File: config.mk
export PLATFORM = sky130hd
export DESIGN_NAME = cfu_cmd_issuer
export DESIGN_NICKNAME = d
export VERILOG_FILES = /design/src/rtl/cfu_cmd_issuer.sv
export SDC_FILE = /design/constraint.sdc
export NUM_CORES = 1
export LEC_CHECK = 0
export ABC_AREA = 1
export BUFFER_PORTS_ARGS = -buffer_cell sky130_fd_sc_hd__buf_4
export CORE_ASPECT_RATIO = 0.7
export CORE_MARGIN = 4
export CORE_UTILIZATION = 58
export DETAILED_ROUTE_END_ITERATION = 12
export PLACE_DENSITY = 0.86
export RECOVER_POWER = 25
export SLEW_MARGIN = 5
export SYNTH_ARGS = -nofsm -noshare
export SYNTH_HDL_FRONTEND = slang
export SYNTH_SLANG_ARGS = --single-unit
File: constraint.sdc
create_clock -name clk -period 5.3 [get_ports clk]
set_input_delay 0.53 -clock clk [delete_from_list [all_inputs] [get_ports clk]]
set_output_delay 0.53 -clock clk [all_outputs]
set_load 0.05 [all_outputs]
File: src/rtl/cfu_cmd_issuer.sv
// cfu_cmd_issuer: queues requester commands, issues them one at a time on the
// CFU cmd handshake and collects (or discards) the CFU responses into a result FIFO.
module cfu_cmd_issuer #(
    parameter int CMD_DEPTH = 4,
    parameter int RSP_DEPTH = 4,
    parameter int TIMEOUT   = 1023
) (
    input  logic        clk,
    input  logic        reset,
    input  logic        req_valid,
    output logic        req_ready,
    input  logic [9:0]  req_function_id,
    input  logic [31:0] req_inputs_0,
    input  logic [31:0] req_inputs_1,
    input  logic        req_keep,
    output logic        cmd_valid,
    input  logic        cmd_ready,
    output logic [9:0]  cmd_payload_function_id,
    output logic [31:0] cmd_payload_inputs_0,
    output logic [31:0] cmd_payload_inputs_1,
    input  logic        rsp_valid,
    output logic        rsp_ready,
    input  logic [31:0] rsp_payload_outputs_0,
    output logic        res_valid,
    input  logic        res_ready,
    output logic [31:0] res_data,
    output logic        busy,
    output logic        timeout_err,
    input  logic        clr_err
);

    localparam int CAW = $clog2(CMD_DEPTH);
    localparam int RAW = $clog2(RSP_DEPTH);
    localparam int TW  = $clog2(TIMEOUT + 1);
    localparam int CMD_W = 1 + 10 + 32 + 32;

    localparam logic [1:0] ST_IDLE  = 2'd0;
    localparam logic [1:0] ST_ISSUE = 2'd1;
    localparam logic [1:0] ST_WAIT  = 2'd2;

    // Command FIFO storage and pointers (extra MSB distinguishes full from empty)
    logic [CMD_W-1:0] cmd_mem [CMD_DEPTH];
    logic [CAW:0]     cmd_wr_ptr_reg;
    logic [CAW:0]     cmd_rd_ptr_reg;
    logic             cmd_full;
    logic             cmd_empty;
    logic             cmd_push;
    logic             cmd_pop;
    logic [CMD_W-1:0] cmd_head;

    // Result FIFO storage and pointers
    logic [31:0]      res_mem [RSP_DEPTH];
    logic [RAW:0]     res_wr_ptr_reg;
    logic [RAW:0]     res_rd_ptr_reg;
    logic             res_full;
    logic             res_empty;
    logic             res_push;
    logic             res_pop;

    // FSM, payload registers and timeout tracking
    logic [1:0]       state_reg;
    logic [9:0]       fid_reg;
    logic [31:0]      in0_reg;
    logic [31:0]      in1_reg;
    logic             keep_reg;
    logic [TW-1:0]    wait_cnt_reg;
    logic             timeout_err_reg;
    logic             cmd_hs;
    logic             rsp_hs;
    logic             timeout_set;

    assign cmd_full  = (cmd_wr_ptr_reg[CAW] != cmd_rd_ptr_reg[CAW]) &&
                       (cmd_wr_ptr_reg[CAW-1:0] == cmd_rd_ptr_reg[CAW-1:0]);
    assign cmd_empty = (cmd_wr_ptr_reg == cmd_rd_ptr_reg);
    assign res_full  = (res_wr_ptr_reg[RAW] != res_rd_ptr_reg[RAW]) &&
                       (res_wr_ptr_reg[RAW-1:0] == res_rd_ptr_reg[RAW-1:0]);
    assign res_empty = (res_wr_ptr_reg == res_rd_ptr_reg);

    // req_ready is forced low while reset is held so every output reads 0 in reset
    assign req_ready = !reset && !cmd_full;
    assign cmd_push  = req_valid && req_ready;
    assign cmd_pop   = (state_reg == ST_IDLE) && !cmd_empty;
    assign cmd_head  = cmd_mem[cmd_rd_ptr_reg[CAW-1:0]];

    assign cmd_valid               = (state_reg == ST_ISSUE);
    assign cmd_payload_function_id = fid_reg;
    assign cmd_payload_inputs_0    = in0_reg;
    assign cmd_payload_inputs_1    = in1_reg;
    assign cmd_hs                  = cmd_valid && cmd_ready;

    // Dropped responses never need result space, so they are always accepted
    assign rsp_ready = (state_reg == ST_WAIT) && (!keep_reg || !res_full);
    assign rsp_hs    = rsp_valid && rsp_ready;
    assign res_push  = rsp_hs && keep_reg;

    assign res_valid = !res_empty;
    assign res_pop   = res_valid && res_ready;
    assign res_data  = res_empty ? 32'd0 : res_mem[res_rd_ptr_reg[RAW-1:0]];

    assign busy        = (state_reg != ST_IDLE) || !cmd_empty;
    assign timeout_err = timeout_err_reg;

    // Fires once, on the WAIT cycle that brings the counter up to TIMEOUT
    assign timeout_set = (state_reg == ST_WAIT) && !rsp_hs &&
                         (wait_cnt_reg == TW'(TIMEOUT - 1));

    // Command FIFO write port (storage is not reset; pointers define validity)
    always_ff @(posedge clk) begin
        if (cmd_push) begin
            cmd_mem[cmd_wr_ptr_reg[CAW-1:0]] <= {req_keep, req_function_id, req_inputs_0, req_inputs_1};
        end
    end

    // Command FIFO pointer update
    always_ff @(posedge clk or posedge reset) begin
        if (reset) begin
            cmd_wr_ptr_reg <= '0;
            cmd_rd_ptr_reg <= '0;
        end else begin
            if (cmd_push) begin
                cmd_wr_ptr_reg <= cmd_wr_ptr_reg + 1'b1;
            end
            if (cmd_pop) begin
                cmd_rd_ptr_reg <= cmd_rd_ptr_reg + 1'b1;
            end
        end
    end

    // Result FIFO write port
    always_ff @(posedge clk) begin
        if (res_push) begin
            res_mem[res_wr_ptr_reg[RAW-1:0]] <= rsp_payload_outputs_0;
        end
    end

    // Result FIFO pointer update
    always_ff @(posedge clk or posedge reset) begin
        if (reset) begin
            res_wr_ptr_reg <= '0;
            res_rd_ptr_reg <= '0;
        end else begin
            if (res_push) begin
                res_wr_ptr_reg <= res_wr_ptr_reg + 1'b1;
            end
            if (res_pop) begin
                res_rd_ptr_reg <= res_rd_ptr_reg + 1'b1;
            end
        end
    end

    // Issue FSM: IDLE pops into the payload regs, ISSUE holds cmd_valid, WAIT collects
    always_ff @(posedge clk or posedge reset) begin
        if (reset) begin
            state_reg <= ST_IDLE;
            fid_reg   <= '0;
            in0_reg   <= '0;
            in1_reg   <= '0;
            keep_reg  <= 1'b0;
        end else begin
            case (state_reg)
                ST_IDLE: begin
                    if (!cmd_empty) begin
                        {keep_reg, fid_reg, in0_reg, in1_reg} <= cmd_head;
                        state_reg <= ST_ISSUE;
                    end
                end
                ST_ISSUE: begin
                    if (cmd_ready) begin
                        state_reg <= ST_WAIT;
                    end
                end
                ST_WAIT: begin
                    if (rsp_hs) begin
                        state_reg <= ST_IDLE;
                    end
                end
                default: state_reg <= ST_IDLE;
            endcase
        end
    end

    // Saturating response-wait counter, restarted on every entry to WAIT
    always_ff @(posedge clk or posedge reset) begin
        if (reset) begin
            wait_cnt_reg <= '0;
        end else if (cmd_hs) begin
            wait_cnt_reg <= '0;
        end else if ((state_reg == ST_WAIT) && !rsp_hs && (wait_cnt_reg != TW'(TIMEOUT))) begin
            wait_cnt_reg <= wait_cnt_reg + 1'b1;
        end
    end

    // Sticky timeout flag; a set in the same cycle as clr_err takes priority
    always_ff @(posedge clk or posedge reset) begin
        if (reset) begin
            timeout_err_reg <= 1'b0;
        end else if (timeout_set) begin
            timeout_err_reg <= 1'b1;
        end else if (clr_err) begin
            timeout_err_reg <= 1'b0;
        end
    end

endmodule

# ---- After elaboration in Yosys (flattened, before gate mapping)
# Memory sizes are Yosys's and may differ from the RTL's. A register that Yosys moved wholly into a read port is not among the register bits.
# Cells that the tools add are included.
dict set report totals {
  ram_bits 428
  register_bits 25
  memories 2
  word_cells 69
  in_bits 114
  output_inout_bits 112
}
# memory depth width read_ports rd_clocked_by_memory_dff wr line
set memory_table {}
lappend memory_table {cmd_mem 4 75 1 1 1 42} ;# logic [CMD_W-1:0] cmd_mem [CMD_DEPTH];
lappend memory_table {res_mem 4 32 1 0 1 52} ;# logic [31:0] res_mem [RSP_DEPTH];
dict set report op_classes {
  n_addsub 5
  n_reduce_logical 28
  eq_ne 13
  n_bitwise 1
  mux 13
}
# operator count
set ops {}
lappend ops {{$mux 32} 1}
lappend ops {{$mux 10} 2}
lappend ops {{$logic_and 1x1->1} 13}
lappend ops {{$add 3x1->3 const B} 4}
lappend ops {{$add 10x1->10 const B} 1}
lappend ops {{$eq 10x10->1 const B} 1}
lappend ops {{$ne 10x10->1 const B} 1}
lappend ops {{$logic_not 1->1} 7}
lappend ops {{$eq 3x3->1} 2}
lappend ops {{$mux 1} 6}
lappend ops {{$mux 2} 3}
lappend ops {{$pmux 2 s3} 1}
lappend ops {{$reduce_bool 2->1} 3}
lappend ops {{$eq 2x2->1} 2}
lappend ops {{$ne 2x2->1 const B} 2}
lappend ops {{$reduce_and 3->1} 1}
lappend ops {{$eq 2x1->1 const B} 1}
lappend ops {{$eq 2x2->1 const B} 1}
lappend ops {{$logic_not 2->1} 1}
lappend ops {{$logic_or 1x1->1} 2}
lappend ops {{$ne 1x1->1} 2}
lappend ops {{$ne 2x1->1 const B} 1}
lappend ops {{$reduce_and 2->1} 1}
lappend ops {{$not 1->1} 1}

# ---- Longest topological paths before layout
dict set report depth {
  word_depth 11
  ltp_mapped 10
  mapped_depth_nobuf 9
}

# ---- Worst setup path before layout
# OpenSTA, ideal clock, no wires.
dict set report synth_path {
  kind {input to register}
  from {in reset}
  to {mem cmd_mem[3][0] (netlist name) (enable)}
  path_buffers 0
  path_slack_ps -1643
  setup_time_ps 510
  t_required_ps 4790
  t_arrival_ps 6433
  path_stages 3
  path_cell_list {inv_1 > nand3_2 > nor2_1}
}
dict set report synth_via {
  elab_chain_len 5
}
# item line
set synth_lines {}
lappend synth_lines {{start, declared} 9} ;# input logic reset,
lappend synth_lines {{$logic_not 1->1 (no source line)} n/a}
lappend synth_lines {{$logic_and 1x1->1} 80} ;# assign req_ready = !reset && !cmd_full;
lappend synth_lines {{$logic_and 1x1->1} 81} ;# assign cmd_push = req_valid && req_ready;
lappend synth_lines {{$mux 1} 109} ;# if (cmd_push) begin
lappend synth_lines {{$mux 1 (implied by the code)} 110} ;# cmd_mem[cmd_wr_ptr_reg[CAW-1:0]] <= {req_keep, req_function_id, req_inputs_0, req_inputs_1};
lappend synth_lines {{end, declared} 42}
# Every way passes these cells.

# ---- Worst setup path in the final report
dict set report layout_path {
  from {reg res_rd_ptr_reg[0]}
  to {out res_data[9]}
}
dict set report layout_via {
  elab_chain_len 2
  elab_cells_between_ends 3
  classes_between {1 x eq/ne; 1 x mux; 1 x memory}
}
# item line
set layout_lines {}
lappend layout_lines {{start, declared} 54} ;# logic [RAW:0] res_rd_ptr_reg;
lappend layout_lines {{start signal, assigned} 146} ;# res_rd_ptr_reg <= res_rd_ptr_reg + 1'b1;
lappend layout_lines {{$mem_v2 4x32 / $eq 3x3->1 (equally long branches)} n/a}
lappend layout_lines {{$mux 32 (*)} 98} ;# assign res_data = res_empty ? 32'd0 : res_mem[res_rd_ptr_reg[RAW-1:0]];
lappend layout_lines {{end, declared} 26} ;# output logic [31:0] res_data,
# Mark *: on every way between the ends. The rest lies on a longest branch, timed or not.

==> impl_results.md <==
* Arrival @ worst endpoint at 3080 ps
* Pin count of the biggest net entering global routing at 122
* Number of vias per cell at 5.771
* Library cells used by synthesis at 29
* Initial core utilization at 58.78%
* Final Wtd Congestion at 0.7952
* Area of the core region at 34660 um^2
* Chip Width at 232.0 um
* Sinks on the clock net at 528
* WHS Path Cells at 2
* Actual transition at the worst max-transition pin at 1214 ps
* CTS max path bufs at 3
* Worst r2r path cells at 7
* Worst min-delay path category: in -> reg
* Antenna violations before repair at 4
* Vias in the first global route at 12970
* Slowest Stage Delay on Critical Path at 750 ps
* Global-route wire length before repair at 72.74 mm
* Average cell area after synthesis at 12.63 um^2
* Maximum clock skew at final layout at 22.38 ps
* Final Critical Period at 3608 ps
* Cell-by-cell trace of the critical path: inv_2, nand2_1, nand2_2, nor2_4, nand2_2, nand2_1, inv_1, buf_4
* Final Slew Violations at 0
* Clock-pin slew on the worst setup and hold paths at 60 ps
* Synthesized instance count at 1613
* Final core utilization at 68.08%
* Cell area after synthesis at 20370 um^2
* H-Tree Level Count at 2
* I/O pin count at 226
* Routed via count at 13460
* Element type at the critical path start: register
* Leak at 0.009036 uW
* Unrepaired setup endpoints after global routing: false
* Placed wire-length estimate after detailed placement at 27.85 mm
* Upper clock frequency limit at 277.1 MHz
* Critical Path RT at 4770 ps
* Height of the die at 164.8 um
* Crit path max fanout at 66
* Clock tree from TritonCTS: built
* Signed area change from the synthesized netlist to the final layout at 15.81%
* Setup CP Type: reg -> out
* Number of buffers inserted during clock tree synthesis at 47
* Buffer type at the clock tree root: sky130_fd_sc_hd__clkbuf_16
* Setup violators final at 0
* Post-Route Hold Slack at 169.7 ps
* Register-to-register setup slack at 2190 ps
* Slew HR at 19.08%
* Sequential share of the synthesized area at 75.36%
* Yosys Warn Count at 0
* PwrDens at 648.0 nW/um^2
* Startpoint of the worst-slack reg-to-reg timing path: cmd_rd_ptr_reg[0]
* Largest register FFs at 300
* Hold violation count in the final report at 0
* Detailed Route WL at 47.98 mm
* Count of nets left with antenna violations after detail routing at 0
* Register bit count reported by yosys at 528
* Dominant delay contributor by cell family on the critical path: buffers and inverters
* Post-cts hold buffer count at 0
* Total gr overflow at 0
* Worst supply voltage drop on vdd at 431.9 uV
* Count of buffering cells on the critical path with inverters included at 3
* Clk_lat worst skew at 570 ps
* Number of buffers inserted by port buffering at 225
* Routed wire length per instance at 20.57 um
* Max capacitance violation total at 0
* Floorplan row count at 57
* Status: completed
* Net count of the mapped netlist at 1739
* Post_cts resized at 0
* DRC violation total after the first TritonRoute iteration at 1371
* DR DRC count at 0
* Total routing resource utilization after global routing at 24.42%
* Crit Reg-Reg Endpoint: cmd_rd_ptr_reg[2]
* First drt pass iteration count at 6
* Area of the die at 38240 um^2
* Type of element capturing the critical path: primary output
* Hold Path Origin: clr_err
* End point of the most critical hold path: timeout_err
* Library cell contributing the largest single delay on the critical path: sky130_fd_sc_hd__inv_2
* Net total in the final layout at 1944
* Fraction of final layout cells sized beyond drive strength 1 at 14.11%
* Fraction of the cycle the final worst path needs at 68.08%
* Number of setup buffers added after CTS at 0
## layout by cell type, fill, tap and decap left out, drive strengths merged, types with 24 or more instances in the layout
| cell | instances |
|---|---|
| o21ai | 219 |
| clkinv | 24 |
| nand2 | 294 |
| clkbuf | 140 |
| inv | 71 |
| dfrtp | 100 |
| edfxtp | 428 |
| nand3 | 25 |
| nor2 | 234 |
| buf | 167 |
| o22ai | 108 |
## cell usage after synthesis
cell                       count  share of area (%)
sky130_fd_sc_hd__xnor2_2       1              0.080
sky130_fd_sc_hd__a21oi_1       6               0.15
sky130_fd_sc_hd__xnor2_1       4               0.17
sky130_fd_sc_hd__nor2_1      233                4.3
sky130_fd_sc_hd__buf_4         8               0.29
sky130_fd_sc_hd__dfrtp_1     100                 12
sky130_fd_sc_hd__clkbuf_1     51               0.94
sky130_fd_sc_hd__nand3_1      23               0.56
sky130_fd_sc_hd__nor2_4        1              0.055
sky130_fd_sc_hd__edfxtp_1    428                 63
sky130_fd_sc_hd__nand4_1       6               0.18
sky130_fd_sc_hd__inv_2         4              0.074
sky130_fd_sc_hd__o31ai_1       1              0.037
sky130_fd_sc_hd__ha_1         12               0.74
sky130_fd_sc_hd__a21oi_4       1              0.080
sky130_fd_sc_hd__nand2_2       5               0.15
sky130_fd_sc_hd__nand4_2       1              0.061
sky130_fd_sc_hd__o21ai_0     218                5.4
sky130_fd_sc_hd__o21ai_1       1              0.025
sky130_fd_sc_hd__inv_1        66                1.2
sky130_fd_sc_hd__nand2_4       1              0.055
sky130_fd_sc_hd__nand3b_1      2              0.074
sky130_fd_sc_hd__buf_2        28               0.69
sky130_fd_sc_hd__xor2_1        9               0.39
sky130_fd_sc_hd__nor3_1        1              0.025
sky130_fd_sc_hd__o22ai_1     108                3.3
sky130_fd_sc_hd__nand3_2       2              0.098
sky130_fd_sc_hd__buf_6         4               0.22
sky130_fd_sc_hd__nand2_1     288                5.3
## layout make-up
| type | count | area [um^2] |
|---|---|---|
| tap | 472 | 590.6 |
| multi-input combinational | 924 | 4365 |
| timing repair buffer | 247 | 1554 |
| inverter | 70 | 267.8 |
| antenna | 3 | 7.507 |
| fill | 2366 | 11060 |
| clock buffer | 60 | 1256 |
| sequential | 528 | 15360 |
| clock inverter | 28 | 193.9 |
## where the power goes
group          switching [uW]  internal (uW)
Sequential                354           5180
Combinational            4810           1700
Clock                    1470           1780
## cells by family (layout without fill, tap and decap cells)
logic type      Yosys count  count (layout)  share of synthesized area (%)
flops                   528             528                          75.36
simple gates            563             563                          10.87
buf+inv                 161             405                          3.433
other cells               0               3                              0
fa+ha+maj                12              12                         0.7369
compound gates          335             335                          8.960
xor+xnor                 14              14                         0.6387
## per-layer routing
| metal | GRT usage, % | share of wire (%) |
|---|---|---|
| met1 | 34.69 | 41 |
| met2 | 39.17 | 48 |
| met3 | 4.534 | 7.7 |
| met4 | 7.684 | 2.6 |
| met5 | 0 | 0.042 |
## worst max path at each step
stage	slack, ps	cells after the start	to	start
after global placement	2320	7	cmd_rd_ptr_reg[2]	cmd_rd_ptr_reg[0]
final	1690	8	res_data[9]	res_rd_ptr_reg[0]
after CTS	1680	8	res_data[9]	res_rd_ptr_reg[0]
after global routing	1440	8	res_data[27]	res_rd_ptr_reg[0]
after detailed placement	2240	7	cmd_rd_ptr_reg[2]	cmd_rd_ptr_reg[0]
after floorplan	-500	3	cmd_mem[3][0]	reset
## per-stage QoR
| step | worst slack [ps] | std cells | instance area [um^2] | power (uW) | TNS [ps] |
|---|---|---|---|---|---|
| floorplan | -500.8 | 1613 | 20380 | 10160 | -146440 |
| global placement | 2324 | 2241 | 22440 | 11870 | 0 |
| detailed placement | 2241 | 2241 | 22440 | 12080 | 0 |
| CTS | 1683 | 2329 | 23890 | 15360 | 0 |
| global route | 1441 | 2332 | 23600 | 16060 | 0 |
| finish | 1692 | 2332 | 23600 | 15290 | 0 |
## worst register-to-register path, stage by stage (launching register included)
cell                      delay (ps)
sky130_fd_sc_hd__dfrtp_4         630
sky130_fd_sc_hd__xnor2_2         210
sky130_fd_sc_hd__nand3_1         140
sky130_fd_sc_hd__nand2_4         520
sky130_fd_sc_hd__inv_2           820
sky130_fd_sc_hd__buf_4           420
sky130_fd_sc_hd__nand2_1         110
sky130_fd_sc_hd__xnor2_1         130
Power figures use the tool's default switching activity.
